`src/rtl/imm_gen_pipe_if.sv`:
```
// Handshake bundle for imm_gen_pipe: fetch-side push and execute-side pop.
// The illegal flag exists only when IMM_GEN_PIPE_ILLEGAL_EN is defined.
interface imm_gen_pipe_if #(
  parameter int XLEN = 64
);
  logic            in_valid;
  logic            in_ready;
  logic [31:0]     ins;
  logic            out_valid;
  logic            out_ready;
  logic [XLEN-1:0] imm_data;
  logic [2:0]      imm_type;
`ifdef IMM_GEN_PIPE_ILLEGAL_EN
  logic            illegal;

  modport master (
    output in_valid, ins, out_ready,
    input  in_ready, out_valid, imm_data, imm_type, illegal
  );
  modport slave (
    input  in_valid, ins, out_ready,
    output in_ready, out_valid, imm_data, imm_type, illegal
  );
`else
  modport master (
    output in_valid, ins, out_ready,
    input  in_ready, out_valid, imm_data, imm_type
  );
  modport slave (
    input  in_valid, ins, out_ready,
    output in_ready, out_valid, imm_data, imm_type
  );
`endif
endinterface

```
`src/rtl/imm_gen_pipe.sv`:
```
// RV64I immediate generator with a 2-entry skid buffer between fetch and execute.
// Optional per-entry illegal flag is enabled by defining IMM_GEN_PIPE_ILLEGAL_EN.
module imm_gen_pipe #(
  parameter int XLEN     = 64,
  parameter bit SIGN_EXT = 1'b1
) (
  input  logic           clk,
  input  logic           reset,
  input  logic           flush,
  imm_gen_pipe_if.slave  bus
);

  typedef enum logic [2:0] {
    IMM_NONE = 3'd0,
    IMM_I    = 3'd1,
    IMM_S    = 3'd2,
    IMM_B    = 3'd3,
    IMM_U    = 3'd4,
    IMM_J    = 3'd5
  } imm_type_e;

  function automatic imm_type_e decode_type(input logic [6:0] opcode);
    imm_type_e t;
    case (opcode)
      7'b0000011, 7'b0010011,
      7'b0011011, 7'b1100111: t = IMM_I;
      7'b0100011:             t = IMM_S;
      7'b1100011:             t = IMM_B;
      7'b0110111, 7'b0010111: t = IMM_U;
      7'b1101111:             t = IMM_J;
      default:                t = IMM_NONE;
    endcase
    return t;
  endfunction

  // Built at 64 bits then truncated, so XLEN=32 simply drops the upper word.
  function automatic logic [63:0] build_imm(input logic [31:0] ins, input imm_type_e t);
    logic        e;
    logic [63:0] imm;
    e = SIGN_EXT ? ins[31] : 1'b0;
    case (t)
      IMM_I:   imm = {{52{e}}, ins[31:20]};
      IMM_S:   imm = {{52{e}}, ins[31:25], ins[11:7]};
      IMM_B:   imm = {{51{e}}, ins[31], ins[7], ins[30:25], ins[11:8], 1'b0};
      IMM_U:   imm = {{32{e}}, ins[31:12], 12'b0};
      IMM_J:   imm = {{43{e}}, ins[31], ins[19:12], ins[20], ins[30:21], 1'b0};
      default: imm = 64'd0;
    endcase
    return imm;
  endfunction

  function automatic logic is_illegal(input logic [31:0] ins, input imm_type_e t);
    return (t == IMM_NONE) || (ins[1:0] != 2'b11);
  endfunction

  imm_type_e       dec_type_s;
  logic [63:0]     dec_imm64_s;
  logic [XLEN-1:0] dec_imm_s;

  logic [XLEN-1:0] imm_q  [2];
  imm_type_e       type_q [2];
  logic [1:0]      count_q, count_d;
  logic            wr_ptr_q, wr_ptr_d;
  logic            rd_ptr_q, rd_ptr_d;

  logic            in_ready_s;
  logic            out_valid_s;
  logic            push_s;
  logic            pop_s;

  assign dec_type_s  = decode_type(bus.ins[6:0]);
  assign dec_imm64_s = build_imm(bus.ins, dec_type_s);
  assign dec_imm_s   = dec_imm64_s[XLEN-1:0];

  // Reset holds off the producer so nothing is accepted into a buffer being cleared.
  assign in_ready_s  = (count_q != 2'd2) && !reset;
  assign out_valid_s = (count_q != 2'd0);
  assign push_s      = bus.in_valid && in_ready_s;
  assign pop_s       = out_valid_s && bus.out_ready;

  // Next occupancy and pointer values; flush overrides push and pop.
  always_comb begin
    count_d  = count_q;
    wr_ptr_d = wr_ptr_q;
    rd_ptr_d = rd_ptr_q;
    if (flush) begin
      count_d  = 2'd0;
      wr_ptr_d = 1'b0;
      rd_ptr_d = 1'b0;
    end else begin
      if (push_s) begin
        wr_ptr_d = ~wr_ptr_q;
      end else begin
        wr_ptr_d = wr_ptr_q;
      end
      if (pop_s) begin
        rd_ptr_d = ~rd_ptr_q;
      end else begin
        rd_ptr_d = rd_ptr_q;
      end
      case ({push_s, pop_s})
        2'b10:   count_d = count_q + 2'd1;
        2'b01:   count_d = count_q - 2'd1;
        default: count_d = count_q;
      endcase
    end
  end

  // Buffer state and entry storage.
  always_ff @(posedge clk) begin
    if (reset) begin
      count_q   <= 2'd0;
      wr_ptr_q  <= 1'b0;
      rd_ptr_q  <= 1'b0;
      imm_q[0]  <= {XLEN{1'b0}};
      imm_q[1]  <= {XLEN{1'b0}};
      type_q[0] <= IMM_NONE;
      type_q[1] <= IMM_NONE;
    end else begin
      count_q  <= count_d;
      wr_ptr_q <= wr_ptr_d;
      rd_ptr_q <= rd_ptr_d;
      if (push_s && !flush) begin
        imm_q[wr_ptr_q]  <= dec_imm_s;
        type_q[wr_ptr_q] <= dec_type_s;
      end
    end
  end

  assign bus.in_ready  = in_ready_s;
  assign bus.out_valid = out_valid_s;
  assign bus.imm_data  = out_valid_s ? imm_q[rd_ptr_q] : {XLEN{1'b0}};
  assign bus.imm_type  = out_valid_s ? type_q[rd_ptr_q] : IMM_NONE;

`ifdef IMM_GEN_PIPE_ILLEGAL_EN
  logic ill_q [2];

  // Illegal flag travels alongside its entry.
  always_ff @(posedge clk) begin
    if (reset) begin
      ill_q[0] <= 1'b0;
      ill_q[1] <= 1'b0;
    end else if (push_s && !flush) begin
      ill_q[wr_ptr_q] <= is_illegal(bus.ins, dec_type_s);
    end
  end

  assign bus.illegal = out_valid_s ? ill_q[rd_ptr_q] : 1'b0;
`endif

endmodule

```
`src/flat_wrapper.sv`:
```
// flat-port wrapper written by rule: the top's interface ports become plain ports
module imm_gen_pipe_flat 
#(
  parameter int XLEN     = 64,
  parameter bit SIGN_EXT = 1'b1
)
  (clk, reset, flush, bus_in_valid, bus_ins, bus_out_ready, bus_in_ready, bus_out_valid, bus_imm_data, bus_imm_type);
  imm_gen_pipe_if #(.XLEN(XLEN)) bus_i ();
  input  logic clk;
  input  logic reset;
  input  logic flush;
  input wire logic [$bits(bus_i.in_valid)-1:0] bus_in_valid;
  input wire logic [$bits(bus_i.ins)-1:0] bus_ins;
  input wire logic [$bits(bus_i.out_ready)-1:0] bus_out_ready;
  output wire logic [$bits(bus_i.in_ready)-1:0] bus_in_ready;
  output wire logic [$bits(bus_i.out_valid)-1:0] bus_out_valid;
  output wire logic [$bits(bus_i.imm_data)-1:0] bus_imm_data;
  output wire logic [$bits(bus_i.imm_type)-1:0] bus_imm_type;
  assign bus_i.in_valid = bus_in_valid;
  assign bus_i.ins = bus_ins;
  assign bus_i.out_ready = bus_out_ready;
  assign bus_in_ready = bus_i.in_ready;
  assign bus_out_valid = bus_i.out_valid;
  assign bus_imm_data = bus_i.imm_data;
  assign bus_imm_type = bus_i.imm_type;
  imm_gen_pipe #(.XLEN(XLEN), .SIGN_EXT(SIGN_EXT)) u_core (.clk(clk), .reset(reset), .flush(flush), .bus(bus_i));
endmodule
```
`config.mk`:
```
export PLATFORM = sky130hd
export DESIGN_NAME = imm_gen_pipe_flat
export DESIGN_NICKNAME = d
export VERILOG_FILES = /design/src/rtl/imm_gen_pipe_if.sv /design/src/rtl/imm_gen_pipe.sv /design/src/flat_wrapper.sv
export SDC_FILE = /design/constraint.sdc
export NUM_CORES = 1
export LEC_CHECK = 0
export CORE_MARGIN = 2
export CORE_UTILIZATION = 57
export DETAILED_ROUTE_END_ITERATION = 12
export DONT_BUFFER_PORTS = 1
export GPL_ROUTABILITY_DRIVEN = 1
export PLACE_DENSITY = 0.75
export SLEW_MARGIN = 20
export SYNTH_ARGS = -nofsm -noshare
export SYNTH_HDL_FRONTEND = slang
export SYNTH_SLANG_ARGS = --single-unit
```
`constraint.sdc`:
```
create_clock -name clk -period 2.6 [get_ports clk]
set_input_delay 0.52 -clock clk [delete_from_list [all_inputs] [get_ports clk]]
set_output_delay 0.52 -clock clk [all_outputs]
set_load 0.01 [all_outputs]
```
==> run metrics, run 1 <==
WS Path Type=register to primary output; ys async rst share=0; VDD IR max=0.2609 mV; Netlist Area Pre-Place=4028 sq um; Die Area=7755 sq um; worst-path maximum fanout=19; Longest Clk Path Bufs=2; Wirelength per Cell=17.96 microns; largest net degree at the start of global routing=36; register area share after synthesis=0.5468; Synth-to-Final Area Change=3.231%; post-CTS sizing=0; post-synth top area cell=edfxtp_1; DRC=0; Area contributors post-synth=edfxtp_1 52%, mux2i_1 8.7%, nor2_1 6.4%, buf_4 6.3%, a21o_1 3.0%; Sequential Area=2203 sq um; unrepaired setup endpoints after global routing=no; Synth top area share=0.5219; cts hold-fix bufs=0; area fraction in compound gates after synthesis=0.09599; simple-gate share of the synthesized area=0.1609; Die Span Y=88.06 microns; Post-CTS Setup Bufs=0; IO Pins=106; number of synthesized flops with an enable pin=70; Synth Register Bits=75; Hold Violations, Final=0; Initial Utilization=0.5896; Post-Synth Adder-Cell Area=0.003107; Sink Count=75; layout cells sized above 1=0.1148; GRT Util Overall=0.2080; Post-synth top flop=edfxtp_1; Max-cap violations=0; Hold Path Class=primary input to register; CTS tree=built; Slew @ Worst Pin=0.5722 ns; vias per std cell=5.852; most numerous cell in the Yosys netlist=edfxtp_1; Leak=1.432 nW; root buffer cell=clkbuf_8; number of routed nets with antenna violations=0; fraction of synthesized area in multiplexers=0.08978; CP required=2.08 ns; number of global-route vias before repair=2472; CP Launch Type=register; GP Congestion=0.8568; std cell rows=30; xor/xnor share of the synthesized area=0.01087; P per Cell Area=619.5 nW/um^2; run status=complete, no violations; 1st-iter DRT viols=162; Final Max Tran Viols=0; Avg Synthesized Cell Area=11.19 sq um; largest family of logic cells by synthesized area=simple AND/OR/NAND/NOR gates; Worst-path clk slew=0.07 ns; Setup crit end kind=primary output; first drt pass iteration count=4; WP data arrival=1.72 ns; initial antenna violation count=0; min Tclk post-route=2.237 ns; count of cell types in the netlist=44; core box area=6832 sq um; area of the multi-input gates=1468 sq um; Setup TNS Final=0 ns; syn_nets=398; final WL=7670 microns; H-tree level count=3; Die W=88.06 microns; HPWL after DPL=5151 microns; Final nets=365; vias=2499; clk_lat worst skew=0.34 ns; most frequent cells after synthesis=70 x edfxtp_1, 69 x nor2_1, 35 x mux2i_1, 34 x buf_4, 16 x a21o_1; first-pass GRT wire length=12090 microns; Slew HR=0.6185; fin crit share=0.8602; Filler cells=571; # port buffers=0; Layout Skew=0.007797 ns; Num CTS Buffers=9; Final Util=0.6086; synthesis warning total=0; f_max=447.1 MHz; Gate Count Post-Synth=360; endpoints failing setup=0; GRT overflow=0; n_diodes=0
[power by group]
part           leakage (nW)  switching, mW  total [mW]  internal, mW
registers             0.769         0.0144        1.38          1.36
logic                 0.553          0.115       0.170        0.0548
clock network         0.110          0.401        1.03         0.626
total                  1.43          0.531        2.58          2.05
[cells in the final DEF (no fill, tap or decap), types with 5 or more instances in the layout]
cell type and n:
edfxtp_1 70, nor2_1 67, mux2i_1 35, a21o_1 16, and2_1 14, nor3_1 13
a21oi_1 12, a22oi_1 11, buf_4 10, clkbuf_8 9, inv_1 6, nand2_1 6
nand4_1 5
[stage by stage]
step                setup WS, ns  std cells  hold WS [ns]  total power, mW  area (sq um)
global placement          0.4719        412        0.5344            1.573          3929
detailed placement        0.4163        412        0.5546            1.578          3929
finish                    0.3634        427        0.2534            2.576          4158
global route              0.2242        427        0.2307            2.663          4158
floorplan                 0.1216        360        0.5184            1.562          4030
CTS                       0.3160        427        0.2374            2.594          4158
[cells by family after synthesis]
kind of cell               count (synthesis)
AOI/OAI and AO/OA                         50
xor gates and xnor gates                   5
adders and majority gates                  1
buffers and inverters                     62
DFF                                       75
muxes                                     36
and+or+nand+nor                          131
[routing by layer]
layer / wire length, microns / up-vias / global-route usage
met5: 0 / - / 0
met4: 93 / 0 / 0.07989
met3: 613 / 10 / 0.05467
met2: 3866 / 119 / 0.3540
met1: 3096 / 1181 / 0.2551
li1: - / 1189 / -
[final timing paths]
kind | slack [ns] | depth (start not counted) | end | startpoint
setup / recovery | 0.36 | 4 | bus_imm_data[29] | u_core.count_q[0]$_SDFFE_PP0P_
hold / removal | 0.25 | 1 | u_core.count_q[1]$_SDFFE_PP0P_ | flush
setup reg to reg | 0.46 | 5 | u_core.imm_q[1][10]$_SDFFCE_PN0P_ | u_core.count_q[0]$_SDFFE_PP0P_
hold reg to reg | 0.57 | 2 | u_core.wr_ptr_q$_SDFFE_PP0P_ | u_core.wr_ptr_q$_SDFFE_PP0P_
[worst max-delay path: stages (launching register included)]
cell,delay [ns]
dfxtp_1,0.38
nor2_4,0.47
buf_4,0.28
buf_4,0.17
nor2_1,0.08
[flip-flops by register name, summed over array words and instances (netlist names), named ones only]
register,cells
u_core.type_q,6
u_core.rd_ptr_q,1
u_core.count_q,2
u_core.imm_q,64
u_core.wr_ptr_q,1
[cell type report]
cell class,instances,share of cell area
multi-input cells,223,0.3530
repair buffers,12,0.02769
clock buffers,9,0.02979
flip-flops and latches,75,0.5299
clock inverters,6,0.02528
well taps,96,0.02889
inverters,6,0.005417
Power figures use the tool's default switching activity.
==> run 2: changes to the inputs <==
- HOLD_SLACK_MARGIN: unset -> 0.03
==> results of run 2 <==
No change in the layout: final DEF, timing and power equal those of run 1.
